`src/rtl/fpu_cvt_pkg.sv`:
```
// Shared types and constants for the float32 -> int32/uint32 conversion pipeline.
package fpu_cvt_pkg;

  localparam int unsigned DATA_W   = 32;
  localparam int unsigned EXP_TINY = 124;
  localparam int unsigned EXP_BIG  = 159;

  localparam logic [DATA_W-1:0] INT32_MAX  = 32'h7FFF_FFFF;
  localparam logic [DATA_W-1:0] INT32_MIN  = 32'h8000_0000;
  localparam logic [DATA_W-1:0] UINT32_MAX = 32'hFFFF_FFFF;

  typedef enum logic [2:0] {
    RNE = 3'd0,
    RTZ = 3'd1,
    RDN = 3'd2,
    RUP = 3'd3,
    RMM = 3'd4
  } rm_e;

  typedef enum logic [2:0] {
    NORM = 3'd0,
    TINY = 3'd1,
    BIG  = 3'd2,
    INF  = 3'd3,
    NAN  = 3'd4
  } cls_e;

  typedef struct packed {
    logic nv;
    logic nx;
  } cvt_flags_t;

  // S1 payload; rm is kept raw so reserved encodings reach the rounder.
  typedef struct packed {
    logic              sign;
    logic [DATA_W-1:0] int32;
    logic              g;
    logic              r;
    logic              s;
    cls_e              cls;
    logic              is_signed;
    logic [2:0]        rm;
  } s1_t;

endpackage

```
`src/rtl/fpu_cvt_round.sv`:
```
// Combinational S2: rounding increment, range check, saturation and {NV, NX} generation.
module fpu_cvt_round
  import fpu_cvt_pkg::*;
(
  input  s1_t               op,
  output logic [DATA_W-1:0] data,
  output cvt_flags_t        flags
);

  logic              inc;
  logic              inexact;
  logic              ok;
  logic [DATA_W:0]   mag;
  logic [DATA_W-1:0] sat;

  always_comb begin
    inc     = 1'b0;
    inexact = op.g | op.r | op.s;
    case (op.rm)
      RNE:     inc = op.g & (op.r | op.s | op.int32[0]);
      RTZ:     inc = 1'b0;
      RDN:     inc = op.sign & inexact;
      RUP:     inc = ~op.sign & inexact;
      RMM:     inc = op.g;
      default: inc = 1'b0;
    endcase

    mag = {1'b0, op.int32} + (DATA_W+1)'(inc);

    if (op.is_signed) begin
      ok = op.sign ? (mag <= {1'b0, INT32_MIN}) : (mag <= {1'b0, INT32_MAX});
    end else begin
      ok = ~mag[DATA_W] & ~(op.sign & (mag != '0));
    end

    if (op.is_signed) sat = op.sign ? INT32_MIN : INT32_MAX;
    else              sat = op.sign ? '0 : UINT32_MAX;

    data  = '0;
    flags = '0;
    if (op.rm > 3'(RMM)) begin
      flags.nv = 1'b1;
    end else if (op.cls == NAN) begin
      data     = op.is_signed ? INT32_MAX : UINT32_MAX;
      flags.nv = 1'b1;
    end else if ((op.cls == BIG) || (op.cls == INF) || !ok) begin
      data     = sat;
      flags.nv = 1'b1;
    end else begin
      // Unsigned negatives only get here with mag==0, so negation still yields 0.
      data     = op.sign ? DATA_W'(-mag) : mag[DATA_W-1:0];
      flags.nx = inexact;
    end
  end

endmodule

```
`src/rtl/fpu_flt2int.sv`:
```
// Float-to-fixed shifter: aligns the significand to an integer with guard, round and sticky bits.
// Output is meaningful only for biased exponents 124..158.
module fpu_flt2int (
  input  logic [30:0] operand,
  output logic [34:0] fixed
);

  logic [5:0]  sh;
  logic [57:0] wide;

  // exp 158 places the hidden bit at integer bit 31; 34 spare bits keep every shifted-out bit.
  assign sh    = 6'(8'd158 - operand[30:23]);
  assign wide  = {1'b1, operand[22:0], 34'd0} >> sh;
  assign fixed = {wide[57:26], wide[25], wide[24], |wide[23:0]};

endmodule

```
`src/rtl/fpu_cvt_ctrl.sv`:
```
// FCVT.W.S / FCVT.WU.S controller: classify+shift (S1), round+saturate into the output register (S2).
// The whole pipe freezes while the output is held; flush kills S1 and the output register.
module fpu_cvt_ctrl
  import fpu_cvt_pkg::*;
#(
  parameter int unsigned TAG_W = 5
) (
  input  logic              clock,
  input  logic              reset,
  input  logic              in_valid,
  output logic              in_ready,
  input  logic [DATA_W-1:0] in_data,
  input  logic              in_signed,
  input  logic [2:0]        in_rm,
  input  logic [TAG_W-1:0]  in_tag,
  input  logic              flush,
  output logic              out_valid,
  input  logic              out_ready,
  output logic [DATA_W-1:0] out_data,
  output logic [1:0]        out_flags,
  output logic [TAG_W-1:0]  out_tag
);

  logic              stall;
  logic              accept;
  logic [7:0]        exp_f;
  logic [22:0]       mant_f;
  logic [34:0]       fixed;
  s1_t               s1_d;
  s1_t               s1_q;
  logic              s1_valid;
  logic [TAG_W-1:0]  s1_tag;
  logic [DATA_W-1:0] rnd_data;
  cvt_flags_t        rnd_flags;

  assign stall    = out_valid & ~out_ready;
  assign in_ready = ~stall;
  assign accept   = in_valid & in_ready & ~flush;
  assign exp_f    = in_data[30:23];
  assign mant_f   = in_data[22:0];

  fpu_flt2int u_flt2int (
    .operand (in_data[30:0]),
    .fixed   (fixed)
  );

  // Classification; the shifter result is overridden for out-of-window exponents.
  always_comb begin
    s1_d.sign      = in_data[31];
    s1_d.is_signed = in_signed;
    s1_d.rm        = in_rm;
    s1_d.int32     = fixed[34:3];
    s1_d.g         = fixed[2];
    s1_d.r         = fixed[1];
    s1_d.s         = fixed[0];
    s1_d.cls       = NORM;
    if (exp_f == 8'd255) begin
      s1_d.cls = (mant_f != '0) ? NAN : INF;
    end else if (exp_f >= 8'(EXP_BIG)) begin
      s1_d.cls = BIG;
    end else if (exp_f < 8'(EXP_TINY)) begin
      s1_d.cls   = TINY;
      s1_d.int32 = '0;
      s1_d.g     = 1'b0;
      s1_d.r     = 1'b0;
      s1_d.s     = |in_data[30:0];
    end
  end

  fpu_cvt_round u_round (
    .op    (s1_q),
    .data  (rnd_data),
    .flags (rnd_flags)
  );

  // Pipeline registers: reset > flush > stall freeze > advance.
  always_ff @(posedge clock) begin
    if (reset) begin
      s1_valid  <= 1'b0;
      s1_q      <= '0;
      s1_tag    <= '0;
      out_valid <= 1'b0;
      out_data  <= '0;
      out_flags <= '0;
      out_tag   <= '0;
    end else if (flush) begin
      s1_valid  <= 1'b0;
      out_valid <= 1'b0;
    end else if (!stall) begin
      s1_valid <= accept;
      if (accept) begin
        s1_q   <= s1_d;
        s1_tag <= in_tag;
      end
      out_valid <= s1_valid;
      if (s1_valid) begin
        out_data  <= rnd_data;
        out_flags <= rnd_flags;
        out_tag   <= s1_tag;
      end
    end
  end

endmodule

```
`config.mk`:
```
export PLATFORM = sky130hd
export DESIGN_NAME = fpu_cvt_ctrl
export DESIGN_NICKNAME = d
export VERILOG_FILES = /design/src/rtl/fpu_cvt_pkg.sv /design/src/rtl/fpu_cvt_round.sv /design/src/rtl/fpu_flt2int.sv /design/src/rtl/fpu_cvt_ctrl.sv
export SDC_FILE = /design/constraint.sdc
export NUM_CORES = 1
export LEC_CHECK = 0
export ABC_CLOCK_PERIOD_IN_PS = 5050
export CORE_MARGIN = 5
export CORE_UTILIZATION = 45
export CTS_CLUSTER_DIAMETER = 30
export CTS_CLUSTER_SIZE = 30
export DETAILED_ROUTE_END_ITERATION = 6
export PLACE_DENSITY = 0.75
export SLEW_MARGIN = 15
export SYNTH_ARGS = -nofsm -noshare
export SYNTH_HDL_FRONTEND = slang
export SYNTH_SLANG_ARGS = --single-unit
```
`constraint.sdc`:
```
create_clock -name clock -period 5.05 [get_ports clock]
set_input_delay 1.01 -clock clock [delete_from_list [all_inputs] [get_ports clock]]
set_output_delay 1.01 -clock clock [all_outputs]
set_load 0.1 [all_outputs]
```
; Word level (Yosys, flattened, before mapping)
; Index checks and enable logic that the tools add are counted.
[totals]
ff_bits = 89
inputBits = 46
out_inout_bits = 41
wordCells = 82
[op_classes]
n_addsub = 3
order_cmp = 5
n_eq_ne = 7
n_shift = 1
n_mux = 23
bitwise = 18
reduce_logical = 11
[op_table]
columns = operator, n
row1 = 32-bit 2-to-1 mux, 8
row2 = 35-bit 2-to-1 mux, 2
row3 = 58-bit by 6-bit >> shifter with 58-bit output, 1
row4 = 38-bit 2-to-1 mux, 1
row5 = 32-bit by 1-bit adder with 33-bit output, 1
row6 = 33-bit by 31-bit less-or-equal comparator with 1-bit output (second input constant), 1
row7 = 33-bit by 32-bit less-or-equal comparator with 1-bit output (second input constant), 1
row8 = 33-bit nonzero test, 1
row9 = 32-bit negation, 1
row10 = 31-bit OR reduction, 1
row11 = 24-bit OR reduction, 1
row12 = 23-bit nonzero test, 1
row13 = 3-bit by 2-bit equality test with 1-bit output (second input constant), 4
row14 = 3-bit 2-to-1 mux, 3
row15 = 1-bit bitwise AND, 8
row16 = 8-bit equality test (second input constant), 1
row17 = 8-bit >= comparator (second input constant), 1
row18 = 8-bit by 7-bit less-than comparator with 1-bit output (second input constant), 1
row19 = 1-bit 2-to-1 mux, 8
row20 = 3-bit equality test (second input constant), 2
row21 = 1-bit NOT, 6
row22 = 3-bit AND reduction, 2
row23 = 5-bit by 6-bit subtractor with 6-bit output (first input constant), 1
row24 = 1-bit OR, 4
row25 = 6 further kinds, 7

; Logic depth before layout (Yosys ltp)
[depth]
ltp_word = 15
mapped_depth = 19
mapped_depth_nobuf = 17

; Modules after synthesis
; Synthesis repeated with hierarchy kept, for this count alone.
[unflattened]
hier_cells = 1064
area_unflattened_um2 = 7906.3
[by_module_without_submodules]
columns = mod, n_inst, cells_each, area_each_um2, seq_area_each_um2
row1 = fpu_cvt_ctrl, 1, 411, 3289.4, 1781.7
row2 = fpu_cvt_round, 1, 373, 2501.1, 0.0
row3 = fpu_flt2int, 1, 280, 2115.8, 0.0

; Least setup slack after synthesis
; No wires, ideal clock.
[synth_path]
path_type = register -> register
startpoint = register s1_q[42] (netlist name)
endpoint = register out_data[27]
setup_ps = 122
t_arrival_ps = 4425
required_time_ps = 4928
path_slack_ps = 503
path_stages_with_launch = 20
n_path_buf = 3
period_less_slack_ps = 4547
path_cell_list = dfxtp_1 > buf_1 > xnor2_1 > nor3b_1 > o21a_1 > o22a_1 > ha_1 > ha_1 > nand4_2 > nor3_1 > and2_1 > clkbuf_1 > nand3_1 > xnor2_1 > or3_4 > o32a_1 > a211o_1 > nor3b_4 > buf_6 > a221o_1
[synth_between]
elab_chain_len = 14
word_cells_on_any_way = 24
classes_between = 2 x add/sub / 2 x order compare / 10 x mux / 7 x bitwise / 3 x reduce/logical
[synth_rtl]
columns = item, line_no
row1 = "start, declared", fpu_cvt_ctrl.sv:30  ; s1_t s1_q;
row2 = "start signal, assigned", fpu_cvt_ctrl.sv:80  ; s1_q <= '0;
row3 = "start signal, assigned", fpu_cvt_ctrl.sv:92  ; s1_q <= s1_d;
row4 = "parallel branches: the longest is 11 deep, another holds 32-bit by 1-bit adder with 33-bit output", n/a
row5 = 32-bit 2-to-1 mux (*), fpu_cvt_round.sv:46  ; end else if ((op.cls == BIG) || (op.cls == INF) || !ok) begin
row6 = 32-bit 2-to-1 mux (*), fpu_cvt_round.sv:43  ; end else if (op.cls == NAN) begin
row7 = 32-bit 2-to-1 mux (*), fpu_cvt_round.sv:41  ; if (op.rm > 3'(RMM)) begin
row8 = "end signal, assigned", fpu_cvt_ctrl.sv:97  ; out_data <= rnd_data;
row9 = "end, declared", fpu_cvt_ctrl.sv:19  ; output logic [DATA_W-1:0] out_data,
; Mark *: on every way between the ends.
; A chain may end at the register's enable or synchronous reset.

; Worst setup path after layout
[layout_path]
startpoint = register s1_q[0] (netlist name)
endpoint = register out_data[15]
[layout_between]
elab_chain_len = 13
word_cells_on_any_way = 23
classes_between = 2 x add/sub / 3 x order compare / 3 x eq/ne / 7 x mux / 4 x bitwise / 4 x reduce/logical
[layout_rtl]
columns = item, line_no
row1 = "parallel branches: the longest is 12 deep, another holds 32-bit by 1-bit adder with 33-bit output", n/a
row2 = 32-bit 2-to-1 mux (*), fpu_cvt_round.sv:41
; Marked as above.

==> metrics.txt <==
Die W=around 130 um; RR Endpoint=out_data[15]$_SDFFE_PP0P_; endpoint type of the worst setup path=register; maxcap violations=0; ANT nets after route=0; Post-synth ARST share=0%; cell area after layout=between 8000 and 9000 sq um; peak per-stage delay on the critical path=between 0.4 and 0.5 ns; most used cell, CP=ha_1; Clock transition at path regs=around 0.070 ns; FP Rows=44; CTS tree=yes; Inserted Clock Buffers=9; wire per inst=between 15 and 20 um; worst-case clock buffer depth=2; CTS sink count=89; CP startpoint kind=register; CTS H-tree depth=3; final hold vios=0; Post-CTS Hold Fix Bufs=0; Post-DP Area=roughly 7700 sq um; gr usage total=about 22%; vias per inst=6.01; via count=6812; sequential fraction of the synthesis area=a little over a quarter; Post-Syn Instances=875; Leak=~2.9 nW; largest net degree at the start of global routing=60; RSZ-0062 raised after global routing=false; antenna violations before repair=0; Synth Area in Simple Gates=a little over a quarter; Register-to-Register Path Depth=18; Register Area=1780 sq um; # port buffers=86; Diodes inserted=0; first-pass GRT wire length=about 32 mm; internal power=between 1 and 1.5 mW; synth cell count leaders=106 x nand2_1, 106 x nor2_1, 89 x dfxtp_1; Net Sw Power=between 0.6 and 0.7 mW; pwr/cell area=about 240 nW/um^2; stages on the worst setup path=18; Worst-Margin Slew=between 1 and 1.5 ns; RR Startpoint=s1_q[0]$_SDFFE_PP0P_; Total Power=between 1.5 and 2 mW; I/O pins=87; number of synthesized flops with an enable pin=0; DRC=0; Switching Share=33.6%; detailed-route wire length=roughly 19 mm; Hold Crit Start=out_tag[0]$_SDFFE_PP0P_; syn nets=930; crit-path cells=xnor2_1 -> nor3b_1 -> o21a_1 -> o22a_1 -> ha_1 -> ha_1 -> nand4_2 -> nor4_2 -> xor2_1 -> buf_4 -> nor4b_2 -> and4_2 -> nand4_4 -> o32a_1 -> a211o_1 -> nor3b_4 -> buf_12 -> a221o_1; Mapped Area=6760 sq um; Compound-Gate Fraction of Synth Area=between 20% and 30%; Worst Path Required=about 5.3 ns; final worst slack=around 0.31 ns; endpoints failing setup=0; xor-xnor portion of the synthesized cell area=under 10%; Avg Cell Area, Syn=roughly 7.7 sq um; clk_lat worst skew=roughly 0.36 ns; Comb power frac=between 20% and 30%; Critical Path AT=between 4 and 5 ns; DRT iter0 DRCs=~670; adder-cell area share of the yosys netlist=under 10%; Core ar.=about 15000 sq um; part of the power in registers=between 30% and 40%; NumNets Final=999; TritonRoute pass-1 iters=5; Max-slew headroom=25.9%; GRT overflow=0; Crit Path Max Fanout=16; run status=completed; CP startpoint=s1_q[0]$_SDFFE_PP0P_; kind of critical path=register to register; yosys warns=0; slowest CP cell=o32a_1; Netlist cell types=80; r2r setup slk=0.31 ns; maximum VDD drop=~0.17 mV; Die Height=133 um; largest family of logic cells by synthesized area=simple AND/OR/NAND/NOR gates; GPL Wtd Cong=0.947; clk_skew=about 0.01 ns; Setup WS pre-CTS=-0.113 ns; largest area contributor in the netlist=dfxtp_1; Worst Setup EP=out_data[15]$_SDFFE_PP0P_; Achievable Freq=between 200 and 250 MHz; Hold WC Path Type=register to register; Initial Util=between 40 and 50%; multi-input logic area=4630 sq um; ys flop type=dfxtp_1; clk root buf=clkbuf_16; Clock power frac=between 30% and 40%; multiplexer share of the synthesized area=roughly 8%; number of fill cells=roughly 1.4k; share of layout cells above drive strength 1=10.3%; Synth area leaders=dfxtp_1 26%, xnor2_1 6.2%, nand2_1 5.9%, nor2_1 5.9%, a21oi_1 5.0%; WP buf/inv=2; final critical-path required period=4.74 ns; die area=17600 sq um; vias in the first global route=around 6.4k; P&R area growth vs syn=20.0%; crit share post-route=a little over nine tenths; Final Slew Violations=0; synthesis-stage register bit count=~90; hpwl dp=14.8 mm; cell family with most CP delay=simple AND/OR/NAND/NOR gates; Yosys top cell area share=a little over a quarter
-- sequential cells by signal, summed over array words and instances (netlist names) --
name / cells
s1_valid: 1
s1_tag: 5
out_valid: 1
out_flags: 2
out_data: 32
s1_q: 43
out_tag: 5
-- metal layers --
layer  vias up  share of wire, %  GRT usage [%]
met3        45               5.2           2.89
li1       3351                 -              -
met2       244                46           35.1
met4         0               3.5           10.9
met5         -                 0              0
met1      3172                45           28.5
-- what timing repair did --
item | in CTS | in global routing
pin swaps | 0 | 1
setup endpoints to repair | 31 | 31
buffers inserted | 0 | 2
resized for setup | 2 | 3
gates cloned | 1 | 1
endpoints found under the hold margin | 0 | 0
-- layout make-up --
type,instances,share of cell area (%)
multi-input combinational,711,57.1
sequential,89,22.0
timing repair buffer,117,13.7
clock buffer,10,2.95
tap,184,2.84
inverter,16,0.740
clock inverter,6,0.694
-- placed cells by master (no fill, tap or decap), drive strengths merged, types with 9 or more instances in the layout --
cell / n
o21ai: 40
nor4: 17
a31oi: 13
buf: 32
ha: 9
a221o: 31
a22oi: 20
nand3: 33
and3: 12
mux2i: 25
nand4: 15
nor2: 107
mux2: 14
inv: 19
dfxtp: 89
xnor2: 48
clkbuf: 10
nand2: 106
clkdlybuf4s50: 85
xor2: 21
a21oi: 67
and2: 10
nor3: 34
-- power by group through the flow --
stage | clock network (mW) | registers, mW | logic (mW)
6_report | 0.667 | 0.733 | 0.514
5_1_grt | 0.713 | 0.735 | 0.561
4_1_cts | 0.675 | 0.733 | 0.507
3_5_place_dp | 0 | 0.749 | 0.502
3_3_place_gp | 0 | 0.748 | 0.500
2_1_floorplan | 0 | 0.772 | 0.325
-- logic make-up after synthesis --
logic type / after synthesis
AND/OR/NAND/NOR: 367
buffers and inverters: 77
adder cells (fa/ha/maj): 9
XOR/XNOR: 69
flip-flops: 89
AO/OA/AOI/OAI: 219
multiplexers: 45
-- tightest hold or removal path, stage by stage (launching register included) --
cell and delay [ns]:
dfxtp_1 0.31, nand2_1 0.05, a21oi_1 0.05
-- how the worst min path moves through the flow --
| stage | slack, ns | cells after the start | to |
|---|---|---|---|
| final | 0.46 | 2 | out_tag[0]$_SDFFE_PP0P_ |
| after global routing | 0.48 | 2 | s1_tag[2]$_SDFFE_PP0P_ |
| after CTS | 0.46 | 2 | out_tag[0]$_SDFFE_PP0P_ |
| after detailed placement | 0.45 | 2 | s1_tag[3]$_SDFFE_PP0P_ |
| after global placement | 0.44 | 2 | s1_tag[4]$_SDFFE_PP0P_ |
| after floorplan | 0.44 | 2 | s1_tag[0]$_SDFFE_PP0P_ |
-- metrics by stage --
stage	TNS (ns)	util (%)	hold WS, ns	std cells
detailed placement	-2.92	52.8	0.448	1113
CTS	0	55.0	0.459	1130
global route	0	55.4	0.477	1133
finish	0	55.4	0.457	1133
floorplan	0	-	0.437	875
global placement	0	52.8	0.444	1113
Note: power is estimated with default switching activity, not from simulation.
